$ cat config.mk
export PLATFORM = sky130hd
export DESIGN_NAME = bf16_operand_feeder
export DESIGN_NICKNAME = d
export VERILOG_FILES = /design/src/rtl/bf16_pkg.sv /design/src/rtl/fp32_to_bf16_rne.sv /design/src/rtl/bf16_operand_feeder.sv
export SDC_FILE = /design/constraint.sdc
export NUM_CORES = 1
export LEC_CHECK = 0
export CAP_MARGIN = 30
export CORE_MARGIN = 3
export CORE_UTILIZATION = 35
export DETAILED_ROUTE_END_ITERATION = 7
export PLACE_DENSITY_LB_ADDON = 0.2
export SYNTH_ARGS = -nofsm -noshare
export SYNTH_HDL_FRONTEND = slang
export SYNTH_SLANG_ARGS = --single-unit
$ cat constraint.sdc
create_clock -name clock -period 4.6 [get_ports clock]
set_input_delay 0.69 -clock clock [delete_from_list [all_inputs] [get_ports clock]]
set_output_delay 0.69 -clock clock [all_outputs]
set_load 0.02 [all_outputs]
$ cat src/rtl/bf16_pkg.sv
// Shared field widths, constants and types for the bfloat16 operand path.
package bf16_pkg;

  localparam int unsigned FP32_EXP_W = 8;
  localparam int unsigned FP32_MAN_W = 23;
  localparam int unsigned BF16_EXP_W = 8;
  localparam int unsigned BF16_MAN_W = 7;

  localparam logic [BF16_EXP_W-1:0] BF16_EXP_ONES = 8'hFF;
  // Mantissa of the canonical quiet NaN: only the quiet bit set.
  localparam logic [BF16_MAN_W-1:0] BF16_QNAN_MAN = 7'h40;

  typedef logic [15:0] bf16_t;

  typedef enum logic [1:0] {
    IDLE,
    PRESENT,
    SEND_B
  } feeder_state_t;

endpackage

$ cat src/rtl/fp32_to_bf16_rne.sv
// Combinational FP32 -> bfloat16 conversion, round-to-nearest-even, denormals flushed.
module fp32_to_bf16_rne
  import bf16_pkg::*;
(
  input  logic [31:0] fp32,
  output bf16_t       bf16
);

  logic [FP32_EXP_W-1:0] exp_f;
  logic [FP32_MAN_W-1:0] man_f;
  logic                  round_up;
  logic [15:0]           rounded;

  // Classify the input and pick the matching encoding.
  always_comb begin
    exp_f    = fp32[30:23];
    man_f    = fp32[22:0];
    round_up = fp32[15] & ((|fp32[14:0]) | fp32[16]);
    // Carry may ripple into the exponent; largest finite rounds to inf.
    rounded  = fp32[31:16] + {15'd0, round_up};
    if (exp_f == BF16_EXP_ONES) begin
      if (man_f != '0) begin
        bf16 = {fp32[31], BF16_EXP_ONES, BF16_QNAN_MAN | {1'b0, fp32[21:16]}};
      end else begin
        bf16 = {fp32[31], BF16_EXP_ONES, 7'h00};
      end
    end else if (exp_f == '0) begin
      bf16 = {fp32[31], 15'h0000};
    end else begin
      bf16 = rounded;
    end
  end

endmodule

$ cat src/rtl/bf16_operand_feeder.sv
// Converts FP32 operand pairs to bfloat16, queues them, and presents them to the
// adder: operand a sampled on the adder_ready cycle, operand b on the cycle after.
module bf16_operand_feeder
  import bf16_pkg::*;
#(
  parameter int unsigned DEPTH = 4,
  parameter int unsigned CNT_W = 16
) (
  input  logic             clock,
  input  logic             reset,
  input  logic             in_valid,
  output logic             in_ready,
  input  logic [31:0]      in_a,
  input  logic [31:0]      in_b,
  input  logic             adder_ready,
  output logic [15:0]      a_o,
  output logic [15:0]      b_o,
  output logic             issued,
  output logic             busy,
  output logic [CNT_W-1:0] pair_count
);

  localparam int unsigned PTR_W = $clog2(DEPTH);
  localparam int unsigned OCC_W = PTR_W + 1;
  localparam logic [OCC_W-1:0] DEPTH_C = OCC_W'(DEPTH);

  bf16_t            bf_a, bf_b;
  logic [31:0]      fifo_q [DEPTH];
  logic [PTR_W-1:0] wr_ptr_q, rd_ptr_q;
  logic [OCC_W-1:0] count_q;
  logic             push, pop, not_empty;
  feeder_state_t    state_q, state_d;
  bf16_t            a_q, b_q;
  logic [CNT_W-1:0] pair_count_q;

  fp32_to_bf16_rne u_cvt_a (
    .fp32 (in_a),
    .bf16 (bf_a)
  );

  fp32_to_bf16_rne u_cvt_b (
    .fp32 (in_b),
    .bf16 (bf_b)
  );

  // Handshake and pop decode; a pop happens whenever the output registers are free.
  always_comb begin
    not_empty = (count_q != '0);
    in_ready  = (count_q < DEPTH_C) & ~reset;
    push      = in_valid & in_ready;
    pop       = not_empty & ((state_q == IDLE) | (state_q == SEND_B));
  end

  // FIFO storage; contents need no reset because occupancy gates every read.
  always_ff @(posedge clock) begin
    if (push) begin
      fifo_q[wr_ptr_q] <= {bf_a, bf_b};
    end
  end

  // FIFO pointers and occupancy.
  always_ff @(posedge clock) begin
    if (reset) begin
      wr_ptr_q <= '0;
      rd_ptr_q <= '0;
      count_q  <= '0;
    end else begin
      if (push) wr_ptr_q <= wr_ptr_q + 1'b1;
      if (pop)  rd_ptr_q <= rd_ptr_q + 1'b1;
      case ({push, pop})
        2'b10:   count_q <= count_q + 1'b1;
        2'b01:   count_q <= count_q - 1'b1;
        default: count_q <= count_q;
      endcase
    end
  end

  // Presentation FSM next state.
  always_comb begin
    state_d = state_q;
    unique case (state_q)
      IDLE:    if (not_empty) state_d = PRESENT;
      PRESENT: if (adder_ready) state_d = SEND_B;
      SEND_B:  state_d = not_empty ? PRESENT : IDLE;
      default: state_d = IDLE;
    endcase
  end

  // State, operand registers and issued-pair counter.
  always_ff @(posedge clock) begin
    if (reset) begin
      state_q      <= IDLE;
      a_q          <= '0;
      b_q          <= '0;
      pair_count_q <= '0;
    end else begin
      state_q <= state_d;
      if (pop) begin
        {a_q, b_q} <= fifo_q[rd_ptr_q];
      end
      if (state_q == SEND_B) begin
        pair_count_q <= pair_count_q + 1'b1;
      end
    end
  end

  // A pair cut short by reset is not reported as issued.
  always_comb begin
    a_o        = a_q;
    b_o        = b_q;
    pair_count = pair_count_q;
    issued     = (state_q == SEND_B) & ~reset;
    busy       = not_empty | (state_q != IDLE);
  end

endmodule

Word-level counts from Yosys, hierarchy flattened:

Memories as Yosys holds them, arrays and structs flattened. A register that Yosys moved wholly into a read port is not among the register bits.
Index checks and enable logic that the tools add are counted.

* add/sub/neg operators: 7
* muxes and demuxes: 13
* eq/ne operators: 8
* magnitude comparators: 1
* bitwise gates (word level): 11
* reductions and logical operators: 11

Operator list (number)
* 16-bit 2-to-1 mux: 4
* 23-bit nonzero test: 2
* 16-bit by 1-bit adder with 16-bit output: 2
* 15-bit OR reduction: 2
* 16-bit by 1-bit adder with 16-bit output (second input constant): 1
* 8-bit equality test (second input constant): 2
* 8-bit logical NOT: 2
* 7-bit 2-to-1 mux: 2
* 1-bit bitwise AND: 6
* 2-bit one-hot mux with 3 select lines: 1
* 3-bit one-hot mux with 2 select lines: 1
* 2-bit by 1-bit adder with 2-bit output (second input constant): 2
* 2-bit by 1-bit equality test with 1-bit output (second input constant): 2
* 2-bit equality test (second input constant): 2
* 2-bit 2-to-1 mux: 2
* 2-bit inequality test (second input constant): 2
* 1-bit bitwise OR: 4
* 2-bit nonzero test: 2
* 3-bit by 1-bit adder with 3-bit output (second input constant): 1
* 3-bit less-than comparator (second input constant): 1
* 1-bit 2-to-1 mux: 3
* 3-bit nonzero test: 1
* 3-bit by 1-bit subtractor with 3-bit output (second input constant): 1
* 2-bit logical NOT: 1
* other kinds (2): 2

* memories: 1
* output and inout port bits: 51
* register bits after elaboration: 25
* memory bits (writable): 128
* word-level logic and storage cells: 57

Memories
* fifo_q: words 4, width 32, rd ports 1, clocked after memory_dff 1, wr ports 1, RTL line bf16_operand_feeder.sv:28 `logic [31:0] fifo_q [DEPTH];`

Logic depth before layout (Yosys ltp):

* depth in word-level cells: 6
* gate-level depth with buffers: 11
* mapped depth without buffers: 9

By module:

Synthesis repeated with hierarchy kept, for this count alone.

* cell total of the unflattened synthesis: 599
* area, all modules: 7981.4 um2

Modules (own cells, without submodules)
* bf16_operand_feeder: instances 1, cells each 439, area each 6962.9 um2
* fp32_to_bf16_rne: instances 2, cells each 80, area each 509.2 um2

Worst setup path before layout:

Ideal clock, no wire load.

* kind: input to register
* from: input reset
* to: memory fifo_q[0][0] (enable)
* library setup time: 0.392 ns
* arrival: 2.004 ns
* stages: 2
* data required time: 4.208 ns
* setup slack: 2.204 ns
* path through: nor2_1 -> and3_1

* word-level cells in the longest chain between the ends: 5

RTL lines
* start, declared: RTL line bf16_operand_feeder.sv:10 `input logic reset,`
* 1-bit NOT: RTL line bf16_operand_feeder.sv:49 `in_ready = (count_q < DEPTH_C) & ~reset;`
* 1-bit bitwise AND: RTL line bf16_operand_feeder.sv:49
* 1-bit bitwise AND: RTL line bf16_operand_feeder.sv:50 `push = in_valid & in_ready;`
* 1-bit 2-to-1 mux: RTL line bf16_operand_feeder.sv:56 `if (push) begin`
* 1-bit 2-to-1 mux (implied by the code): RTL line bf16_operand_feeder.sv:57 `fifo_q[wr_ptr_q] <= {bf_a, bf_b};`
* end, declared: RTL line bf16_operand_feeder.sv:28

Every way passes these cells.

Worst setup path after layout:

* from: register count_q[0]
* to: register count_q[2]

* word-level cells in the longest chain between the ends: 5
* elaborated cells on any way between the ends: 11

RTL lines
* start, declared: RTL line bf16_operand_feeder.sv:30 `logic [OCC_W-1:0] count_q;`
* start signal, assigned: RTL line bf16_operand_feeder.sv:71 `2'b10: count_q <= count_q + 1'b1;`
* start signal, assigned: RTL line bf16_operand_feeder.sv:72 `2'b01: count_q <= count_q - 1'b1;`
* start signal, assigned: RTL line bf16_operand_feeder.sv:73 `default: count_q <= count_q;`
* 3-bit less-than comparator: RTL line bf16_operand_feeder.sv:49
* 1-bit bitwise AND: RTL line bf16_operand_feeder.sv:49
* 1-bit bitwise AND: RTL line bf16_operand_feeder.sv:50
* 2-bit by 1-bit equality test with 1-bit output / 2-bit equality test (equally long branches): RTL line bf16_operand_feeder.sv:70 `case ({push, pop})`
* 3-bit one-hot mux with 2 select lines / 2-bit nonzero test (equally long branches)

Several ways; a longest one is shown, not always the timed one.
A chain may end at the register's enable or synchronous reset.

==> impl_metrics.toml <==
[critical_path]
rr_endpoint = "count_q[2]$_SDFFE_PP0P_"
path_buf_inv = 2
rr_worst_depth = 9
endpoint = "count_q[2]$_SDFFE_PP0P_"
slowest_stage = "inv_2"
worst_setup_path_end_kind = "flip-flop"
path_cells = "nor3_1 -> or2_1 -> inv_2 -> ha_1 -> inv_1 -> fa_1 -> xor2_1 -> or3_1 -> a21oi_1"
path_max_fanout = 34
r2r_slack_ps = 1900
cp.depth = 9
critPathTopFamily = "adder cells"
reg2reg_from = "count_q[0]$_SDFFE_PP0P_"
cp.required_ps = 4940
crit_arrival_ps = 3050
cpPeakStageDelay_ps = 490
start_kind = "flip-flop"
startpoint = "count_q[0]$_SDFFE_PP0P_"
crit_type = "flip-flop to flip-flop"

[routing]
via_per_inst = 5.117
drc = 0
ant_nets = 0
initialDrtViolationCount = 348
wl_um = 17150
drt_first_pass_iters = 5
wl_per_cell_um = 17.05
routed-via-count = 5148

[clocking]
clk_pin_slew_worst_paths_ps = 60
cts_root_buf = "clkbuf_16"
cts_resized = 0
insertion_delay_ps = 430
hold_buffers = 0
clock_path_buffers = 2
clock-sinks = 185
cts_made_buffers = 17
postCtsSetupRepairBufs = 0
cts_tree = "done"
htree_num_levels = 4

[grt]
grt_max_degree = 59
grt_pass1_wl_um = 27840
antenna_found_initial = 0
grt_use_total_pct = 14.59
grt-ovfl-total = 0
grt_pass1_vias = 5279

[synthesis]
synth_top_area_share_pct = 48.60
synth-seq-cells = 185
yosysMostFrequentCell = "edfxtp_1"
ys_types = 58
synth_nets = 673
yosysWarnings = 0
synthTopCellsByArea = "edfxtp_1, dfxtp_1, mux4_2"
synth_area_sq_um = 7909
synth_top_area_cell = "edfxtp_1"
synth_area_per_cell_sq_um = 13.27
yosys-top-cells-count = "edfxtp_1, nand2_1, dfxtp_1, a21oi_1, mux4_2"
synth_ff_type = "edfxtp_1"
synth_seq_area_share_pct = 63.03
synthCells = 596
synthArstFlopShare_pct = 0
synth_edf_count = 128

[timing]
fin_tns_setup_ps = 0
period_minus_slack_ps = 2703
tightest_slew_ps = 657.8
period_share_pct = 58.76
slew_headroom_pct = 56.08
slew_viol_final = 0
hold_viol_final = 0
setup_violations = 0
fmax_mhz = 370.0
fin_worst_skew_ps = 18.56
rsz0062_at_grt = "false"
holdWs_ps = 453.4

[finish]
layout.cells.non_filler = 1006
fin_util_pct = 44.94
diodes = 0
fin_nets = 790
area.growth.synth_to_final_pct = 25.15
drive_above_1_share_pct = 12.12

[die]
fp.dieH_um = 156.3
fp.dieW_um = 156.3
io_pins = 119
floorplan.initialDensity_pct = 35.91
die_area_sq_um = 24440
num_rows = 54
coreArea_sq_um = 22030

[worst_hold_path]
min_from = "b_o[0]$_SDFFE_PP0P_"
worstHoldPathType = "flip-flop to flip-flop"

[place]
io_buffer_count = 118
dp_hpwl_um = 11230
gp_congestion = 0.8046
dp_cells = 974

[status]
status = "finished clean"

[pwr]
p_leak_nw = 3.272
switching_share_pct = 31.53
clkPwrFrac_pct = 27.5
seqPwrFrac_pct = 42.8
combPwrFrac_pct = 29.6
ir_drop_v = 0.0003599
p_sw_mw = 1.567
intPower_mw = 3.402
power.density_nw_per_um2 = 502.0

[flow_run]
drv_cap = 0
[sequential cells by signal, indices dropped and copies added (netlist names)]
signal,cells
fifo_q,128
a_o,16
b_o,16
pair_count,16
count_q,3
rd_ptr_q,2
state_q,2
wr_ptr_q,2
[cell usage in the layout (no fill, tap or decap), types with 3 or more instances in the layout]
master	n
edfxtp_1	128
clkdlybuf4s50_1	117
nand2_1	95
dfxtp_1	56
a21oi_1	43
mux4_2	32
nor2_1	28
o21ai_0	18
clkbuf_16	17
nor3_1	15
nor4_1	14
xnor2_1	13
nand3_1	12
nand4_1	10
xor2_1	10
inv_1	9
and3_1	9
a22o_1	9
ha_1	8
buf_4	8
and2_1	5
mux2_2	5
nor2b_1	4
or3_1	4
clkbuf_1	4
and4_1	3
o2bb2ai_1	3
o31ai_1	3
clkinvlp_4	3
inv_6	3
[stage by stage]
stage / area, sq um / setup WS, ps / total power, mW
finish: 9898 / 1897 / 4.968
global route: 9898 / 1700 / 5.254
CTS: 9898 / 1836 / 5.059
detailed placement: 9348 / 1795 / 3.666
global placement: 9348 / 1871 / 3.639
floorplan: 7909 / 2204 / 3.076
[worst reg2reg max path, delay by kind of cell, from the launching register on]
kind            cells  cell delay (ps)
fa+ha+maj           2              690
simple gates        3              660
xor+xnor            1              180
buf+inv             2              560
compound gates      1              150
flops               1              380
[how the worst min path moves through the flow]
stage                                   end  slack [ps]  depth (start not counted)
detailed placement      b_o[0]$_SDFFE_PP0P_         450                          2
finish                  b_o[0]$_SDFFE_PP0P_         450                          2
CTS                     b_o[0]$_SDFFE_PP0P_         460                          2
global route            a_o[5]$_SDFFE_PP0P_         470                          2
global placement       a_o[13]$_SDFFE_PP0P_         450                          2
floorplan           count_q[2]$_SDFFE_PP0P_         470                          2
[cells by family (layout without fill, tap and decap cells)]
group,after synthesis,after routing,share of synthesized area [%]
buffers and inverters,38,168,2.357
muxes,39,39,10.14
xor gates and xnor gates,23,23,2.547
adders and majority gates,9,9,1.519
DFF,185,185,63.03
AOI/OAI and AO/OA,81,81,5.980
and+or+nand+nor,221,221,14.43
[layout make-up]
class	count	area, sq um
clock inverter	10	96.34
fill	1993	12130
timing repair buffer	126	1236
multi-input combinational	373	2738
tap	280	350.3
clock buffer	22	454.2
sequential	185	4986
inverter	10	37.54
[metal layers]
metal	routed length (um)	up-vias	share of wire, %	track usage (%)
met4	277	0	1.6	5.211
met1	7664	2540	45	18.81
met2	8539	118	50	24.33
met5	0	-	0	0
li1	-	2472	-	-
met3	667	18	3.9	3.236
[power by group through the flow]
stage | logic, mW | clock network [mW] | registers [mW]
finish | 1.47 | 1.37 | 2.13
global route | 1.63 | 1.47 | 2.16
CTS | 1.51 | 1.41 | 2.13
detailed placement | 1.50 | 0 | 2.17
global placement | 1.48 | 0 | 2.16
floorplan | 0.814 | 0 | 2.26
Power figures use the tool's default switching activity.
